[config.mk]
export PLATFORM = sky130hd
export DESIGN_NAME = seq_div_8
export DESIGN_NICKNAME = d
export VERILOG_FILES = /design/src/rtl/seq_div_8.sv
export SDC_FILE = /design/constraint.sdc
export NUM_CORES = 1
export LEC_CHECK = 0
export ABC_AREA = 1
export BUFFER_PORTS_ARGS = -buffer_cell sky130_fd_sc_hd__buf_2
export CORE_MARGIN = 1.5
export CORE_UTILIZATION = 34
export CTS_CLUSTER_DIAMETER = 30
export CTS_CLUSTER_SIZE = 20
export DETAILED_ROUTE_END_ITERATION = 7
export PLACE_DENSITY_LB_ADDON = 0.08
export SYNTH_ARGS = -nofsm -noshare
export SYNTH_HDL_FRONTEND = slang
export SYNTH_SLANG_ARGS = --single-unit
[constraint.sdc]
create_clock -name clk -period 1.72 [get_ports clk]
set_input_delay 0 -clock clk [delete_from_list [all_inputs] [get_ports clk]]
set_output_delay 0 -clock clk [all_outputs]
set_load 0.02 [all_outputs]
[src/rtl/seq_div_8.sv]
// seq_div_8: 16-bit by 8-bit unsigned sequential divider.
// Radix-2 restoring algorithm, one quotient bit per clock, MSB first.
// Ports:
//   clk, rst_n        clock, asynchronous active-low reset
//   start             request pulse, accepted in IDLE or DONE
//   dividend[15:0]    unsigned dividend, latched on acceptance
//   divisor[7:0]      unsigned divisor, latched on acceptance
//   busy              high while iterating
//   done              one-cycle pulse, results valid
//   quotient[15:0]    result, updated only on entering DONE
//   remainder[7:0]    result, updated only on entering DONE
//   div_by_zero       only with `DIV_BY_ZERO_EN
// Optional feature macro: DIV_BY_ZERO_EN. When defined, a zero divisor
// bypasses the iteration and completes one cycle after acceptance.
module seq_div_8 (
    input  logic        clk,
    input  logic        rst_n,
    input  logic        start,
    input  logic [15:0] dividend,
    input  logic [7:0]  divisor,
    output logic        busy,
    output logic        done,
    output logic [15:0] quotient,
    output logic [7:0]  remainder
`ifdef DIV_BY_ZERO_EN
    ,
    output logic        div_by_zero
`endif
);

    localparam int unsigned DW = 16;
    localparam int unsigned VW = 8;
    localparam int unsigned CW = 4;

    localparam logic [1:0] S_IDLE = 2'd0;
    localparam logic [1:0] S_RUN  = 2'd1;
    localparam logic [1:0] S_DONE = 2'd2;

    logic [1:0]    state_q, state_d;
    logic [VW-1:0] rem_q, rem_d;       // partial remainder (always < divisor between steps)
    logic [DW-1:0] shreg_q, shreg_d;   // dividend bits shift out, quotient bits shift in
    logic [VW-1:0] dvsr_q, dvsr_d;
    logic [CW-1:0] cnt_q, cnt_d;
    logic [DW-1:0] quot_q, quot_d;
    logic [VW-1:0] remo_q, remo_d;
    logic          busy_q, busy_d;
    logic          done_q, done_d;
`ifdef DIV_BY_ZERO_EN
    logic          dbz_q, dbz_d;
`endif

    logic [VW:0]   trial;              // 9-bit shifted partial remainder
    logic [VW-1:0] diff;
    logic          take;
    logic          accept;

    // State and datapath registers
    always_ff @(posedge clk or negedge rst_n) begin
        if (!rst_n) begin
            state_q <= S_IDLE;
            rem_q   <= '0;
            shreg_q <= '0;
            dvsr_q  <= '0;
            cnt_q   <= '0;
            quot_q  <= '0;
            remo_q  <= '0;
            busy_q  <= 1'b0;
            done_q  <= 1'b0;
`ifdef DIV_BY_ZERO_EN
            dbz_q   <= 1'b0;
`endif
        end else begin
            state_q <= state_d;
            rem_q   <= rem_d;
            shreg_q <= shreg_d;
            dvsr_q  <= dvsr_d;
            cnt_q   <= cnt_d;
            quot_q  <= quot_d;
            remo_q  <= remo_d;
            busy_q  <= busy_d;
            done_q  <= done_d;
`ifdef DIV_BY_ZERO_EN
            dbz_q   <= dbz_d;
`endif
        end
    end

    // Next-state, iteration step and result capture
    always_comb begin
        state_d = state_q;
        rem_d   = rem_q;
        shreg_d = shreg_q;
        dvsr_d  = dvsr_q;
        cnt_d   = cnt_q;
        quot_d  = quot_q;
        remo_d  = remo_q;
`ifdef DIV_BY_ZERO_EN
        dbz_d   = dbz_q;
`endif
        trial  = {rem_q, shreg_q[DW-1]};
        take   = (trial >= {1'b0, dvsr_q});
        // Low 8 bits suffice: when take is set the true difference is < divisor.
        diff   = trial[VW-1:0] - dvsr_q;
        accept = start && ((state_q == S_IDLE) || (state_q == S_DONE));

        case (state_q)
            S_IDLE: begin
            end
            S_RUN: begin
                rem_d   = take ? diff : trial[VW-1:0];
                shreg_d = {shreg_q[DW-2:0], take};
                cnt_d   = cnt_q - CW'(1);
                if (cnt_q == '0) begin
                    state_d = S_DONE;
                    cnt_d   = '0;
                    quot_d  = {shreg_q[DW-2:0], take};
                    remo_d  = rem_d;
`ifdef DIV_BY_ZERO_EN
                    dbz_d   = 1'b0;
`endif
                end
            end
            S_DONE: begin
                state_d = S_IDLE;
            end
            default: begin
                state_d = S_IDLE;
            end
        endcase

        // Acceptance overrides the DONE->IDLE return so back-to-back starts lose no cycle.
        if (accept) begin
            dvsr_d  = divisor;
            shreg_d = dividend;
            rem_d   = '0;
            cnt_d   = CW'(DW - 1);
            state_d = S_RUN;
`ifdef DIV_BY_ZERO_EN
            if (divisor == '0) begin
                state_d = S_DONE;
                cnt_d   = '0;
                quot_d  = '1;
                remo_d  = dividend[VW-1:0];
                dbz_d   = 1'b1;
            end
`endif
        end

        busy_d = (state_d == S_RUN);
        done_d = (state_d == S_DONE);
    end

    assign busy      = busy_q;
    assign done      = done_q;
    assign quotient  = quot_q;
    assign remainder = remo_q;
`ifdef DIV_BY_ZERO_EN
    assign div_by_zero = dbz_q;
`endif

endmodule
* After elaboration in Yosys (flattened, before gate mapping)
Index checks and enable logic that the tools add are counted.
** Word-level totals
- Register bits :: 64
- Logic and storage cells :: 33
- Output and inout bits :: 26
** Operators by class
- Add/sub/neg operators :: 2
- Mux-type cells :: 11
- Eq/ne operators :: 4
- Reduce and logical (&&, ||, !) cells :: 6
- Order comparisons :: 1
** Operators with widths (number)
- 2-to-1 mux 16 bit :: 2
- 2-to-1 mux 8 bit :: 3
- 2-to-1 mux 4 bit :: 3
- >= comparator 9 x 8 -> 1 bit :: 1
- subtractor 8 bit :: 1
- == test 2 x 1 -> 1 bit (second input constant) :: 2
- == test 2 bit (second input constant) :: 2
- zero test 4 bit :: 1
- 2-to-1 mux 2 bit :: 2
- case mux 2 bit (2 select lines) :: 1
- subtractor 4 x 1 -> 4 bit (second input constant) :: 1
- zero test 2 bit :: 1
- AND reduction 2 bit :: 1
- nonzero test 2 bit :: 1
- logical AND 1 bit :: 1
- logical OR 1 bit :: 1

* Longest topological paths before layout
Gate-level depths: netlist (run 1).
- Depth in word-level cells :: 5
- Gate-level depth with buffers :: 14

* Least setup slack after synthesis (run 1)
OpenSTA, ideal clock, no wires.
- Path type :: register -> register
- From :: reg rem_q[3]
- To :: reg rem_q[7]
- Data required time :: 1.604 ns
- Path slack :: 0.093 ns
- Arrival time :: 1.511 ns
- Period minus slack after synthesis :: 1.627 ns
- Stages on the path, launching flop included :: 12
- Setup time :: 0.116 ns
- Path buffers :: 0
- Path through :: dfrtp_1 > ha_1 > nand2_2 > inv_1 > nand2_1 > nand2_1 > nand2_1 > nand4_2 > nand2_1 > nand2_2 > nand2_1 > nand2_1
** Between the ends
- Word-level cells in the longest chain between the ends :: 4
- Elaborated cells on any way between the ends :: 5
- Classes of those cells :: 1 x add/sub; 1 x order compare; 3 x mux
** RTL lines
- from (decl) :: RTL line 40 : logic [VW-1:0] rem_q, rem_d;
- from (signal assigned) :: RTL line 74 : rem_q <= rem_d;
- subtractor 8 bit or >= comparator 9 x 8 -> 1 bit (tied branches) :: RTL line 103, 101
- 2-to-1 mux 8 bit * :: RTL line 110 : rem_d = take ? diff : trial[VW-1:0];
- 2-to-1 mux 8 bit * :: RTL line 106 : case (state_q)
- 2-to-1 mux 8 bit * :: RTL line 132 : if (accept) begin
Mark *: on every way between the ends. The rest lies on a longest branch, timed or not. The select of a mux whose other input is x is not followed.
A chain may end at the register's enable or synchronous reset.

* Worst setup path in the final report (run 1)
- From :: reg rem_q[0]
- To :: reg rem_q[5]
The elaborated chain is that of the path after synthesis.

==> results.cfg, run 1 <==
[outcome]
status = finished clean

[timing]
max_freq_mhz = 601
timing.final.crit_share_pct = 96.7
tightest_slew_ns = 0.456
slew_viol_final = 0
setup_violations = 0
hold_viol = 0
grt_setup_unrepaired = yes
fin_skew_ns = 0.00748
setup_tns_ns = 0
period_needed_ns = 1.66
max_slew_margin_pct = 69.6

[critical_path]
cp.required_ns = 1.95
cp_common_cell = nand2_1
crit_fanout = 3
cp-start-kind = flip-flop
crit_slowest_cell = dfrtp_1
critPathKind = reg2reg
cp-end-kind = flip-flop
cp.arrival_ns = 1.89
cp_cell_sequence = ha_4 -> nand2_1 -> nor2_4 -> nand2_2 -> nand3_4 -> buf_4 -> nand2_1 -> nand2_1 -> nand2_1 -> nand3_1 -> nand2_1
max_stage_delay_ns = 0.44

[global_routing]
grt_pass1_wl_um = 13700
antenna_found_initial = 0
grt_usage_pct = 17.9
grt_max_degree = 44
overflow = 0
grt_pass1_vias = 2757

[drt]
dr.pass1.iters = 4
detailroute.via_count = 2865
wl_um = 8240
drtIter0Drc = 114
drcViolationCount = 0
drt-vias-per-instance = 4.77
antenna_left = 0
routedWlPerCell_um = 13.7

[die]
dieArea_um2 = 9830
std_cell_rows = 34
io_pins = 53
start_util_pct = 35.5
fp.dieH_um = 99.1
fp.dieW_um = 99.1
fp.coreArea_um2 = 8850

[clock_network]
cts_buffer_depth = 2
tritoncts = done
htreeDepth = 3
cts_made_buffers = 9
cts.sinks = 64
clk_pin_slew_ns = 0.07
clock_latency_ns = 0.34
cts-root-buf = clkbuf_8

[synthesis]
synth_cell_type_count = 31
synth_seq_cells = 64
syn-num-nets = 412
syn_area_um2 = 3140
ys_warn_count = 0
seq_area_frac_synth_pct = 51.0
syn_inst = 376
syn_area_per_cell_um2 = 8.36

[layout]
layout_commonest_cell = nand2_1
drive_gt1_share_pct = 35.9
n_antenna_cell = 0
mostFrequentLayoutCells = 128 x nand2_1, 64 x dfrtp_1, 52 x buf_2, 32 x buf_4, 26 x inv_1
final_cell_area_um2 = 4500
nNetsFinal = 525
final_util_pct = 50.8
area_growth_syn_to_layout_pct = 43.1

[worst_hold_path]
min_path_type = in2async

[power_and_ir_drop]
power_mw = 10.7
p_per_area_nw_per_um2 = 2380
ir_drop_mv = 0.909
p_leak_nw = 2.25

[placed_design]
hpwl_um = 5630
placed_cell_area_um2 = 3720
port_buffers = 52
gp_congestion = 0.858

[run]
cap_violations = 0
registers in the layout (all words and copies together), names as in the netlist:
| signal | cells |
|---|---|
| quotient | 16 |
| shreg_q | 16 |
| dvsr_q | 8 |
| rem_q | 8 |
| remainder | 8 |
| cnt_q | 4 |
| state_q | 2 |
| busy | 1 |
| done | 1 |
final timing paths:
path | slack [ns] | cells past startpoint | endpoint | start
max in group asynchronous | 1.22 | 3 | shreg_q[9] | rst_n
min reg2reg | 0.48 | 2 | remainder[3] | remainder[3]
min | 0.02 | 2 | rem_q[6] | rst_n
min in group clk | 0.06 | 3 | cnt_q[3] | start
max | 0.06 | 11 | rem_q[5] | rem_q[0]
max reg2reg | 0.06 | 11 | rem_q[5] | rem_q[0]
per-layer routing:
layer	track usage, %	wire length [µm]	vias to the layer above
met2	26.6	3730	74
met3	4.01	451	9
met5	0	0	-
li1	-	-	1427
met1	25.9	3960	1355
met4	6.50	97	0
worst max-delay path, delay by kind of cell (launching register included):
family        cells  cell delay (ns)
flops             1             0.44
buf+inv           1             0.11
fa+ha+maj         1             0.31
simple gates      9             0.68
area by class of cell:
type,count,area [µm²]
fillers,896,4350
multi-input cells,265,1610
flip-flops and latches,64,1600
repair buffers,112,811
clock buffers,12,165
inverters,37,139
well taps,108,135
clock inverters,3,40.0
cell usage after synthesis:
master | count | area share (%)
ha_1 | 8 | 3.2
buf_2 | 4 | 0.64
nor2_2 | 4 | 0.80
and2_4 | 1 | 0.28
xor2_1 | 1 | 0.28
inv_2 | 3 | 0.36
fa_1 | 1 | 0.64
inv_1 | 34 | 4.1
clkbuf_1 | 4 | 0.48
o221ai_1 | 1 | 0.28
nor2_1 | 9 | 1.1
a21oi_1 | 4 | 0.64
dfrtp_1 | 64 | 51
o21ai_0 | 15 | 2.4
nand4_1 | 2 | 0.40
buf_4 | 3 | 0.72
xnor2_1 | 2 | 0.56
o211ai_1 | 2 | 0.48
buf_6 | 2 | 0.72
or2_1 | 1 | 0.20
nand2_2 | 6 | 1.2
nand3_1 | 33 | 5.3
nand3_2 | 9 | 2.9
a31oi_1 | 1 | 0.20
o21ai_1 | 14 | 2.2
nor2_8 | 1 | 0.64
a21oi_2 | 1 | 0.28
or2_0 | 1 | 0.20
nand2_1 | 143 | 17
nand3_4 | 1 | 0.56
nand4_2 | 1 | 0.40
metrics by stage:
stage | worst slack (ns) | hold WS, ns | instances
after floorplan | 0.0929 | -0.296 | 376
after global placement | -0.103 | -0.146 | 553
after detailed placement | -0.120 | -0.149 | 553
after CTS | 0.00248 | 0.0106 | 595
after global routing | -0.0344 | 0.0238 | 601
final | 0.0566 | 0.0190 | 601
repair_timing:
item / in CTS / in global routing
gates resized for setup: 19 / 36
pin swaps: 8 / 14
setup endpoints to repair: 17 / 18
hold buffers: 25 / 0
endpoints found under the hold margin: 88 / 0
gates cloned: 1 / 2
setup buffers: 1 / 4
cells by family (layout without fill, tap and decap cells):
| logic type | count (synthesis) | in the layout | synth area share, % |
|---|---|---|---|
| DFF | 64 | 64 | 51.0 |
| adders and majority gates | 9 | 9 | 3.82 |
| xor gates and xnor gates | 3 | 3 | 0.836 |
| AOI/OAI and AO/OA | 38 | 38 | 6.49 |
| buffers and inverters | 50 | 164 | 6.97 |
| and+or+nand+nor | 212 | 215 | 30.9 |
report_power, final:
part	leakage (nW)	switching [mW]	internal, mW
sequential	0.782	0.407	2.26
clock	0.108	0.584	0.776
combinational	1.36	3.89	2.79
total	2.25	4.88	5.82
(Power assumes the default switching activity.)
==> run 2, diff against run 1 <==
Clock period 1.72 ns to 1.8 ns, I/O delays scaled along.
==> results.cfg, run 2 (same netlist as run 1, synthesis figures left out) <==
[critical_path]
cp_common_cell = nand2_1
crit-reg2reg-capture = remainder[5]
crit_fanout = 5
critPathKind = reg2reg
max_stage_delay_ns = 0.45
cp_top_family = simple AND/OR/NAND/NOR gates
r2r_slack_ns = 0.07
cp_cell_sequence = ha_4 -> nand2_1 -> nor2_2 -> nand3_2 -> nand4_4 -> nand2_1 -> nand3_1 -> nand2_1
cp-start-kind = flip-flop
cp.arrival_ns = 1.94
reg2regPathDepth = 8
worst-path-buf-inv = 0
r2r-start = rem_q[4]
cp.required_ns = 2.01
crit_slowest_cell = dfrtp_2
cp-end-kind = flip-flop

[drt]
detailroute.via_count = 2739
drtIter0Drc = 103
routedWlPerCell_um = 14.4
antenna_left = 0
wl_um = 8460
dr.pass1.iters = 6
drcViolationCount = 0
drt-vias-per-instance = 4.65

[layout]
n_antenna_cell = 0
seqCellArea_um2 = 1610
nNetsFinal = 513
layout_commonest_cell = nand2_1
drive_gt1_share_pct = 31.2
mostFrequentLayoutCells = 139 x nand2_1, 60 x dfrtp_1, 52 x buf_2, 30 x nand3_1, 26 x inv_1
final_util_pct = 48.9
multiInputGateArea_um2 = 1500
final_cells = 589
area_growth_syn_to_layout_pct = 37.7
nFillCells = 865

[worst_hold_path]
hp-start = dividend[0]
holdPathEnd = shreg_q[0]
whs_path_depth = 3
min_path_type = in2reg

[clock_network]
htreeDepth = 3
clk_pin_slew_ns = 0.07
cts.sinks = 64
cts_made_buffers = 9
cts_buffer_depth = 2
tritoncts = done
cts-root-buf = clkbuf_8
clock_latency_ns = 0.34

[die]
dieArea_um2 = 9830
fp.dieH_um = 99.1
io_pins = 53
fp.coreArea_um2 = 8850
fp.dieW_um = 99.1
std_cell_rows = 34
start_util_pct = 35.5

[timing]
max_freq_mhz = 578
timing.final.crit_share_pct = 96.1
setup_tns_ns = 0
hold_viol = 0
tightest_slew_ns = 0.467
max_slew_margin_pct = 68.8
setup_violations = 0
slew_viol_final = 0
period_needed_ns = 1.73
fin_skew_ns = 0.0149

[outcome]
status = finished clean

[global_routing]
antenna_found_initial = 0
overflow = 0
grt_pass1_vias = 2686
grt_pass1_wl_um = 13600
grt_max_degree = 65
grt_usage_pct = 17.7

[placed_design]
placedCellCount = 542
port_buffers = 52
hpwl_um = 5470
gp_congestion = 0.884

[run]
cap_violations = 0

[power_and_ir_drop]
p_per_area_nw_per_um2 = 2250
ir_drop_mv = 1.06
p_leak_nw = 2.17
## run 2: changes by cell type in the layout (fill, tap and decap cells not counted), moves of 4 or more
cell     delta
dfrtp_1     -4
nand2_1    +11
dfrtp_2     +4
nand3_1     +5
buf_4      -11
nand3_2     -4
nand2_2    -10
## run 2: how the worst max path moves through the flow
| stage | from | end | slack, ns | depth (start not counted) |
|---|---|---|---|---|
| after floorplan | rem_q[3] | rem_q[7] | 0.17 | 11 |
| after global placement | rem_q[1] | rem_q[3] | -0.12 | 11 |
| after detailed placement | rem_q[1] | rem_q[3] | -0.09 | 11 |
| after CTS | rem_q[4] | remainder[5] | 0.003 | 8 |
| after global routing | shreg_q[15] | rem_q[4] | -0.009 | 10 |
| final | rem_q[4] | remainder[5] | 0.07 | 8 |
## run 2: worst reg2reg max path, stage by stage (launching register included)
cell and delay (ns):
dfrtp_2 0.45, ha_4 0.31, nand2_1 0.11, nor2_2 0.18
nand3_2 0.16, nand4_4 0.15, nand2_1 0.09, nand3_1 0.11
nand2_1 0.06
## run 2: repair_timing
action	CTS	global route
gates resized for setup	4	38
hold buffers	24	0
setup buffers	0	6
gates cloned	0	2
pin swaps	0	8
endpoints found under the hold margin	87	0
setup endpoints to repair	17	17
## run 2: cell type report
class	count	share of cell area [%]
inverters	37	3.21
well taps	108	3.12
flip-flops and latches	64	37.1
multi-input cells	264	34.6
clock inverters	3	1.50
repair buffers	101	16.9
clock buffers	12	3.58
## run 2: stage by stage
step	worst slack, ns	hold WS, ns	cell area (µm²)	power, mW
after detailed placement	-0.0921	0.0484	3640	7.52
final	0.0706	0.0161	4330	9.74
after global placement	-0.117	0.0493	3640	7.51
after CTS	0.00253	0.00734	4130	9.14
after floorplan	0.173	-0.296	3140	6.00
after global routing	-0.00852	0.0590	4330	10.6
## run 2: routing by layer
| layer | GRT usage (%) | share of wire [%] | up-vias |
|---|---|---|---|
| li1 | - | - | 1394 |
| met1 | 26.0 | 51 | 1281 |
| met2 | 26.5 | 45 | 57 |
| met3 | 4.64 | 3.7 | 7 |
| met4 | 3.58 | 0.84 | 0 |
| met5 | 0 | 0 | - |
## run 2: where the power goes
group / leakage, nW / internal, mW / switching (mW)
clock network: 0.112 / 0.848 / 0.563
registers: 0.778 / 2.17 / 0.429
logic: 1.28 / 2.35 / 3.38
